## config.mk

```make
export PLATFORM = sky130hd
export DESIGN_NAME = pwm_ramp_ctrl
export DESIGN_NICKNAME = d
export VERILOG_FILES = /design/src/rtl/pwm_ramp_ctrl.sv
export SDC_FILE = /design/constraint.sdc
export NUM_CORES = 1
export LEC_CHECK = 0
export CORE_ASPECT_RATIO = 1.25
export CORE_MARGIN = 10
export CORE_UTILIZATION = 57
export CTS_CLUSTER_DIAMETER = 100
export DETAILED_ROUTE_END_ITERATION = 12
export PLACE_DENSITY = 0.79
export REMOVE_ABC_BUFFERS = 1
export SLEW_MARGIN = 40
export SYNTH_ARGS = -nofsm -noshare
export SYNTH_HDL_FRONTEND = slang
export SYNTH_SLANG_ARGS = --single-unit
```

## constraint.sdc

```tcl
create_clock -name i_wb_clk -period 6.56 [get_ports i_wb_clk]
set_input_delay 0.656 -clock i_wb_clk [delete_from_list [all_inputs] [get_ports i_wb_clk]]
set_output_delay 0.656 -clock i_wb_clk [all_outputs]
set_load 0.02 [all_outputs]
```

## src/rtl/pwm_ramp_ctrl.sv

```systemverilog
// Sequencer for one pwm core: configures it over Wishbone, then ramps its
// external duty-cycle input towards a target in fixed steps with a dwell.
module pwm_ramp_ctrl #(
  parameter logic [15:0] ADR_DIV    = 16'h0002,
  parameter logic [15:0] ADR_PERIOD = 16'h0004,
  parameter logic [15:0] ADR_CTRL   = 16'h0000,
  parameter logic [15:0] CTRL_VAL   = 16'h0007,
  parameter int unsigned WB_TIMEOUT = 255
) (
  input  logic        i_wb_clk,
  input  logic        i_wb_rst_n,
  input  logic        i_start,
  input  logic        i_abort,
  input  logic [15:0] i_div,
  input  logic [15:0] i_period,
  input  logic [15:0] i_target,
  input  logic [15:0] i_step,
  input  logic [15:0] i_hold,
  output logic        o_wb_cyc,
  output logic        o_wb_stb,
  output logic        o_wb_we,
  output logic [15:0] o_wb_adr,
  output logic [15:0] o_wb_data,
  input  logic [15:0] i_wb_data,
  input  logic        i_wb_ack,
  output logic [15:0] o_DC,
  output logic        o_valid_DC,
  output logic        o_busy,
  output logic        o_done,
  output logic        o_err
);

  localparam int unsigned DW = 16;
  localparam int unsigned TW = 8;

  typedef enum logic [3:0] {
    IDLE, W_DIV, GAP1, W_PER, GAP2, W_CTRL, RAMP, HOLD, ERR
  } state_t;

  state_t        state_q, state_d;
  logic [DW-1:0] div_q, div_d, period_q, period_d, tgt_q, tgt_d;
  logic [DW-1:0] step_q, step_d, hold_q, hold_d, cur_q, cur_d;
  logic [DW-1:0] cnt_q, cnt_d, adr_q, adr_d, data_q, data_d;
  logic [TW-1:0] tmo_q, tmo_d;
  logic          cyc_q, cyc_d, busy_q, busy_d, valid_q, valid_d;
  logic          done_q, done_d, err_q, err_d;

  logic [DW:0]   cur_x, tgt_x, step_x, ramp_nxt;
  logic [DW-1:0] ramp_cur;
  logic          in_run;
  logic          unused_rdata;

  assign unused_rdata = ^i_wb_data;

  // Next ramp value, computed one bit wider so cur+step cannot wrap.
  always_comb begin
    cur_x  = {1'b0, cur_q};
    tgt_x  = {1'b0, tgt_q};
    step_x = {1'b0, step_q};
    if (step_q == '0) begin
      ramp_nxt = tgt_x;
    end else if (cur_x < tgt_x) begin
      ramp_nxt = ((tgt_x - cur_x) <= step_x) ? tgt_x : (cur_x + step_x);
    end else if (cur_x > tgt_x) begin
      ramp_nxt = ((cur_x - tgt_x) <= step_x) ? tgt_x : (cur_x - step_x);
    end else begin
      ramp_nxt = tgt_x;
    end
    ramp_cur = DW'(ramp_nxt);
  end

  assign in_run = (state_q != IDLE) && (state_q != ERR);

  // Next-state and registered-output logic.
  always_comb begin
    state_d  = state_q;
    div_d    = div_q;
    period_d = period_q;
    tgt_d    = tgt_q;
    step_d   = step_q;
    hold_d   = hold_q;
    cur_d    = cur_q;
    cnt_d    = cnt_q;
    tmo_d    = tmo_q;
    err_d    = err_q;
    valid_d  = 1'b0;
    done_d   = 1'b0;
    cyc_d    = 1'b0;
    adr_d    = adr_q;
    data_d   = data_q;
    busy_d   = 1'b0;

    case (state_q)
      IDLE, ERR: begin
        if (i_start && !i_abort) begin
          div_d    = i_div;
          period_d = i_period;
          tgt_d    = (i_target < i_period) ? i_target : i_period;
          step_d   = i_step;
          hold_d   = i_hold;
          err_d    = 1'b0;
          state_d  = W_DIV;
        end
      end
      W_DIV, W_PER, W_CTRL: begin
        if (i_wb_ack) begin
          case (state_q)
            W_DIV:   state_d = GAP1;
            W_PER:   state_d = GAP2;
            default: state_d = RAMP;
          endcase
        end else if (tmo_q == TW'(WB_TIMEOUT - 1)) begin
          err_d   = 1'b1;
          state_d = ERR;
        end else begin
          tmo_d = tmo_q + TW'(1);
        end
      end
      GAP1: state_d = W_PER;
      GAP2: state_d = W_CTRL;
      RAMP: begin
        cur_d   = ramp_cur;
        valid_d = 1'b1;
        if (ramp_cur == tgt_q) begin
          done_d  = 1'b1;
          state_d = IDLE;
        end else if (hold_q == '0) begin
          state_d = RAMP;
        end else begin
          state_d = HOLD;
        end
      end
      HOLD: begin
        if (cnt_q == (hold_q - DW'(1))) state_d = RAMP;
        else                            cnt_d   = cnt_q + DW'(1);
      end
      default: state_d = IDLE;
    endcase

    // Abort wins over ack, timeout and ramp completion.
    if (in_run && i_abort) begin
      state_d = IDLE;
      cur_d   = '0;
      valid_d = 1'b1;
      done_d  = 1'b0;
      err_d   = err_q;
    end

    if (state_d != state_q) begin
      cnt_d = '0;
      tmo_d = '0;
    end

    case (state_d)
      W_DIV: begin
        cyc_d  = 1'b1;
        adr_d  = ADR_DIV;
        data_d = div_d;
      end
      W_PER: begin
        cyc_d  = 1'b1;
        adr_d  = ADR_PERIOD;
        data_d = period_d;
      end
      W_CTRL: begin
        cyc_d  = 1'b1;
        adr_d  = ADR_CTRL;
        data_d = CTRL_VAL;
      end
      default: ;
    endcase
    busy_d = (state_d != IDLE) && (state_d != ERR);
  end

  always_ff @(posedge i_wb_clk or negedge i_wb_rst_n) begin
    if (!i_wb_rst_n) begin
      state_q  <= IDLE;
      div_q    <= '0;
      period_q <= '0;
      tgt_q    <= '0;
      step_q   <= '0;
      hold_q   <= '0;
      cur_q    <= '0;
      cnt_q    <= '0;
      tmo_q    <= '0;
      cyc_q    <= 1'b0;
      adr_q    <= '0;
      data_q   <= '0;
      busy_q   <= 1'b0;
      valid_q  <= 1'b0;
      done_q   <= 1'b0;
      err_q    <= 1'b0;
    end else begin
      state_q  <= state_d;
      div_q    <= div_d;
      period_q <= period_d;
      tgt_q    <= tgt_d;
      step_q   <= step_d;
      hold_q   <= hold_d;
      cur_q    <= cur_d;
      cnt_q    <= cnt_d;
      tmo_q    <= tmo_d;
      cyc_q    <= cyc_d;
      adr_q    <= adr_d;
      data_q   <= data_d;
      busy_q   <= busy_d;
      valid_q  <= valid_d;
      done_q   <= done_d;
      err_q    <= err_d;
    end
  end

  assign o_wb_cyc   = cyc_q;
  assign o_wb_stb   = cyc_q;
  assign o_wb_we    = cyc_q;
  assign o_wb_adr   = adr_q;
  assign o_wb_data  = data_q;
  assign o_DC       = cur_q;
  assign o_valid_DC = valid_q;
  assign o_busy     = busy_q;
  assign o_done     = done_q;
  assign o_err      = err_q;

endmodule
```

==> impl_results.md <==
- CP Max Fanout: 24
- CTS Hold Bufs: 0
- Final Hold Fails: 0
- DR vias: 11750
- Worst r2r path cells: 23
- Primary FF master, synth: dfrtp_1
- CTS Sinks: about 150
- Max_cap viols: 0
- Vias in the first global route: 11780
- Most frequent cells in the layout: nand2_1 (218), dfrtp_1 (146), clkdlybuf4s50_1 (124)
- Longest Clk Path Bufs: 2
- Pwr/cell area: 657.3 nW/um2
- Final Skew: 0.02169 ns
- Synth Instances: 1491
- Slowest cell on crit path: o31a_4
- Gpl congestion: 1.053
- Max-Slew Margin vs Limit: 0.4167
- Starting Density: 0.5767
- DP Cell Count: roughly 1900
- Layout cells sized above 1: 0.08199
- CTS tree: yes
- Tot GR Track Use: 0.2971
- Post-CTS Setup Bufs: 0
- P&R area growth vs syn: 17.21%
- VDD IR max: ~0.55 mV
- P_int: 4.440 mW
- Crit-path max cell delay: 0.58 ns
- Nets: 1815
- TritonCTS Buffers: 17
- Leakage power figure: 6.564 nW
- Period utilization: 0.9549
- Status: completed
- Reg-to-reg slack, setup: 0.30 ns
- Worst slack, placed: 0.1005 ns
- Drt total wl: 41.82 mm
- Syn avg cell area: 8.275 um2
- DR pass1 iterations: 7
- CP Depth: 23
- Post-synth top area share: 0.2981
- GRT busiest layer: met2
- Met1 usage: 0.3403
- Setup CP Type: flop to flop
- Startpoint class of the critical path: flop
- FF-to-FF End: tmo_q[7]
- Worst-Skew Late Latency: about 0.45 ns
- Leading area contributor after synthesis: dfrtp_1
- FP Rows: 60
- Synth unique cells: 88
- Post-DP HPWL: 32.17 mm
- Fmax achieved: roughly 160 MHz
- Sw Pwr: 5.066 mW
- First-pass GRT wire length: approximately 65 mm
- DRC: 0
- Finished Core Util: 0.6759
- Met2 Track Usage GR: 0.5106
- Yosys warns: 0
- Post-synthesis sequential element count: 147
- Tot Pwr: 9.506 mW
- Most common cell after layout, fill and taps aside: nand2_1
- Req. time, crit path: 6.91 ns
- Max Transition Viols Final: 0
- Hold Crit Class: input port to async pin
- Die Wd: 151.6 um
- Switching share of power: 0.5329
- Largest net degree at the start of global routing: 87
- Sequential Power Share: 0.170
- Post-CTS sizing: 0
- Post-route setup slack: 0.2956 ns
- Clock power frac: 0.103
- Post-synthesis sequential area ratio: 0.2981
- Crit-path leading delay family: compound AO/OA/AOI/OAI gates
- CP arrival: between 6 and 7 ns
- Synth area leaders: dfrtp_1 (30%), ha_1 (11%), nand2_1 (6.7%)
- Post-synthesis async set-or-reset flop share: 1.000
- Core area: 21400 um2
- Cell area after synthesis: 12340 um2
- Root Buffer: clkbuf_16
- Initial antenna violation count: 0
- Worst Path Buf+Inv: 3
- Comb power frac: 0.727
- Non-filler instance count after layout: 1889
- CP endpoint kind: flop
- Chip Height: 184.5 um
- RSZ-0062 raised after global routing: false
- Gr ovfl total: 0
- DRT antenna net count: 0
- Worst-margin pin slew: about 0.86 ns
- Wire length per cell: 22.14 um
- Post-synth EDFFs: 0
- Port Buffer Count: 125
- Initial DRC Count: slightly below 1000
- IO Pins: between 150 and 200
- CTS clock-pin slew for the worst setup and hold paths: around 0.080 ns
- Worst path cell trace: inv_1 -> ha_1 -> inv_1 -> fa_1 -> a211oi_1 -> nor2_1 -> a31oi_1 -> nand2_1 -> a21o_1 -> a21oi_1 -> xnor2_1 -> ha_1 -> nand3_1 -> or2_2 -> o221ai_1 -> a2bb2oi_2 -> nor2_1 -> buf_4 -> a21oi_1 -> a32oi_1 -> o2111ai_1 -> o31a_4 -> nor4_1
- DIE AREA: 27970 um2
- Met3 usage: 0.04245
- # diodes: 0
- Post-DR vias/cell: 6.222
- Final Setup Violations: 0
- Number of H-tree levels: 4
- RR Startpoint: o_DC[0]
- Fin crit period: between 6 and 7 ns
cells by family after synthesis:
family | count (synthesis) | synth area share
and+or+nand+nor | 514 | 0.2054
AOI/OAI and AO/OA | 415 | 0.2281
buffers and inverters | 188 | 0.06774
DFF | 147 | 0.2981
adders and majority gates | 117 | 0.1211
xor gates and xnor gates | 101 | 0.07281
muxes | 8 | 0.006490
other | 1 | 0.0003039
worst max path at each step:
stage          startpoint        end  slack, ns
2_1_floorplan     o_DC[0]  cnt_q[15]      -0.38
3_3_place_gp      o_DC[0]   tmo_q[7]       0.12
3_5_place_dp      o_DC[0]   cnt_q[6]       0.10
4_1_cts           o_DC[0]   tmo_q[7]       0.04
5_1_grt           o_DC[0]   tmo_q[7]       0.03
6_report          o_DC[0]   tmo_q[7]       0.30
sequential cells by signal (all words and copies together), names as in the netlist:
signal,cells
hold_q,16
state_q,4
tmo_q,8
o_done,1
o_wb_adr,2
o_DC,16
o_wb_cyc,1
period_q,16
step_q,16
tgt_q,16
div_q,16
cnt_q,16
o_wb_data,16
o_busy,1
o_valid_DC,1
o_err,1
routing by layer:
metal  vias up  share of wire
met5         -              0
met2       431           0.50
li1       5527              -
met1      5679           0.39
met4         0          0.060
met3       116          0.050
power by group through the flow:
stage / Combinational (mW) / Sequential [mW] / Clock (mW)
detailed placement: 6.70 / 1.61 / 0
CTS: 6.73 / 1.60 / 0.986
global placement: 6.59 / 1.60 / 0
floorplan: 4.33 / 1.61 / 0
global route: 7.45 / 1.66 / 1.03
finish: 6.91 / 1.62 / 0.983
cells in the mapped netlist (6+ instances only):
master	number
nand2_1	219
dfrtp_1	147
ha_1	113
a21oi_1	104
nor2_1	99
inv_1	98
o21ai_0	81
xnor2_1	67
clkbuf_1	54
xor2_1	33
a21o_1	31
nand3_1	30
nor3_1	27
o22ai_1	22
nor4_2	20
a211oi_1	19
nand4_1	19
o221ai_1	19
a211o_1	18
nor4_1	18
buf_4	17
nor2b_1	15
a31oi_1	13
and3_1	13
or3_1	11
nand2b_1	9
o211ai_1	9
buf_2	8
mux2i_1	8
o31ai_1	8
a21oi_2	7
o21a_1	7
o21bai_1	7
a22oi_1	6
buf_6	6
layout make-up:
type / instances / area [um2]
fillers: 1843 / 6934
clock buffers: 18 / 429.2
repair buffers: 162 / 1553
well taps: 279 / 349.1
clock inverters: 14 / 146.4
multi-input cells: 1169 / 7929
flip-flops and latches: 147 / 3680
inverters: 100 / 375.4
worst register-to-register path: cells and delay by family, from the launching register on:
| family | cells | cell delay (ns) |
|---|---|---|
| DFF | 1 | 0.43 |
| adders and majority gates | 3 | 0.92 |
| xor gates and xnor gates | 1 | 0.09 |
| AOI/OAI and AO/OA | 10 | 2.71 |
| buffers and inverters | 3 | 0.44 |
| and+or+nand+nor | 6 | 1.57 |
stage by stage:
stage	TNS, ns	instance area, um2	hold slack [ns]
2_1_floorplan	-8.681	11930	0.3604
3_3_place_gp	0	13840	0.4506
3_5_place_dp	0	13860	0.4570
4_1_cts	0	14430	0.3109
5_1_grt	0	14460	0.3110
6_report	0	14460	0.2549
No activity file was read; power rests on OpenSTA's default activity.
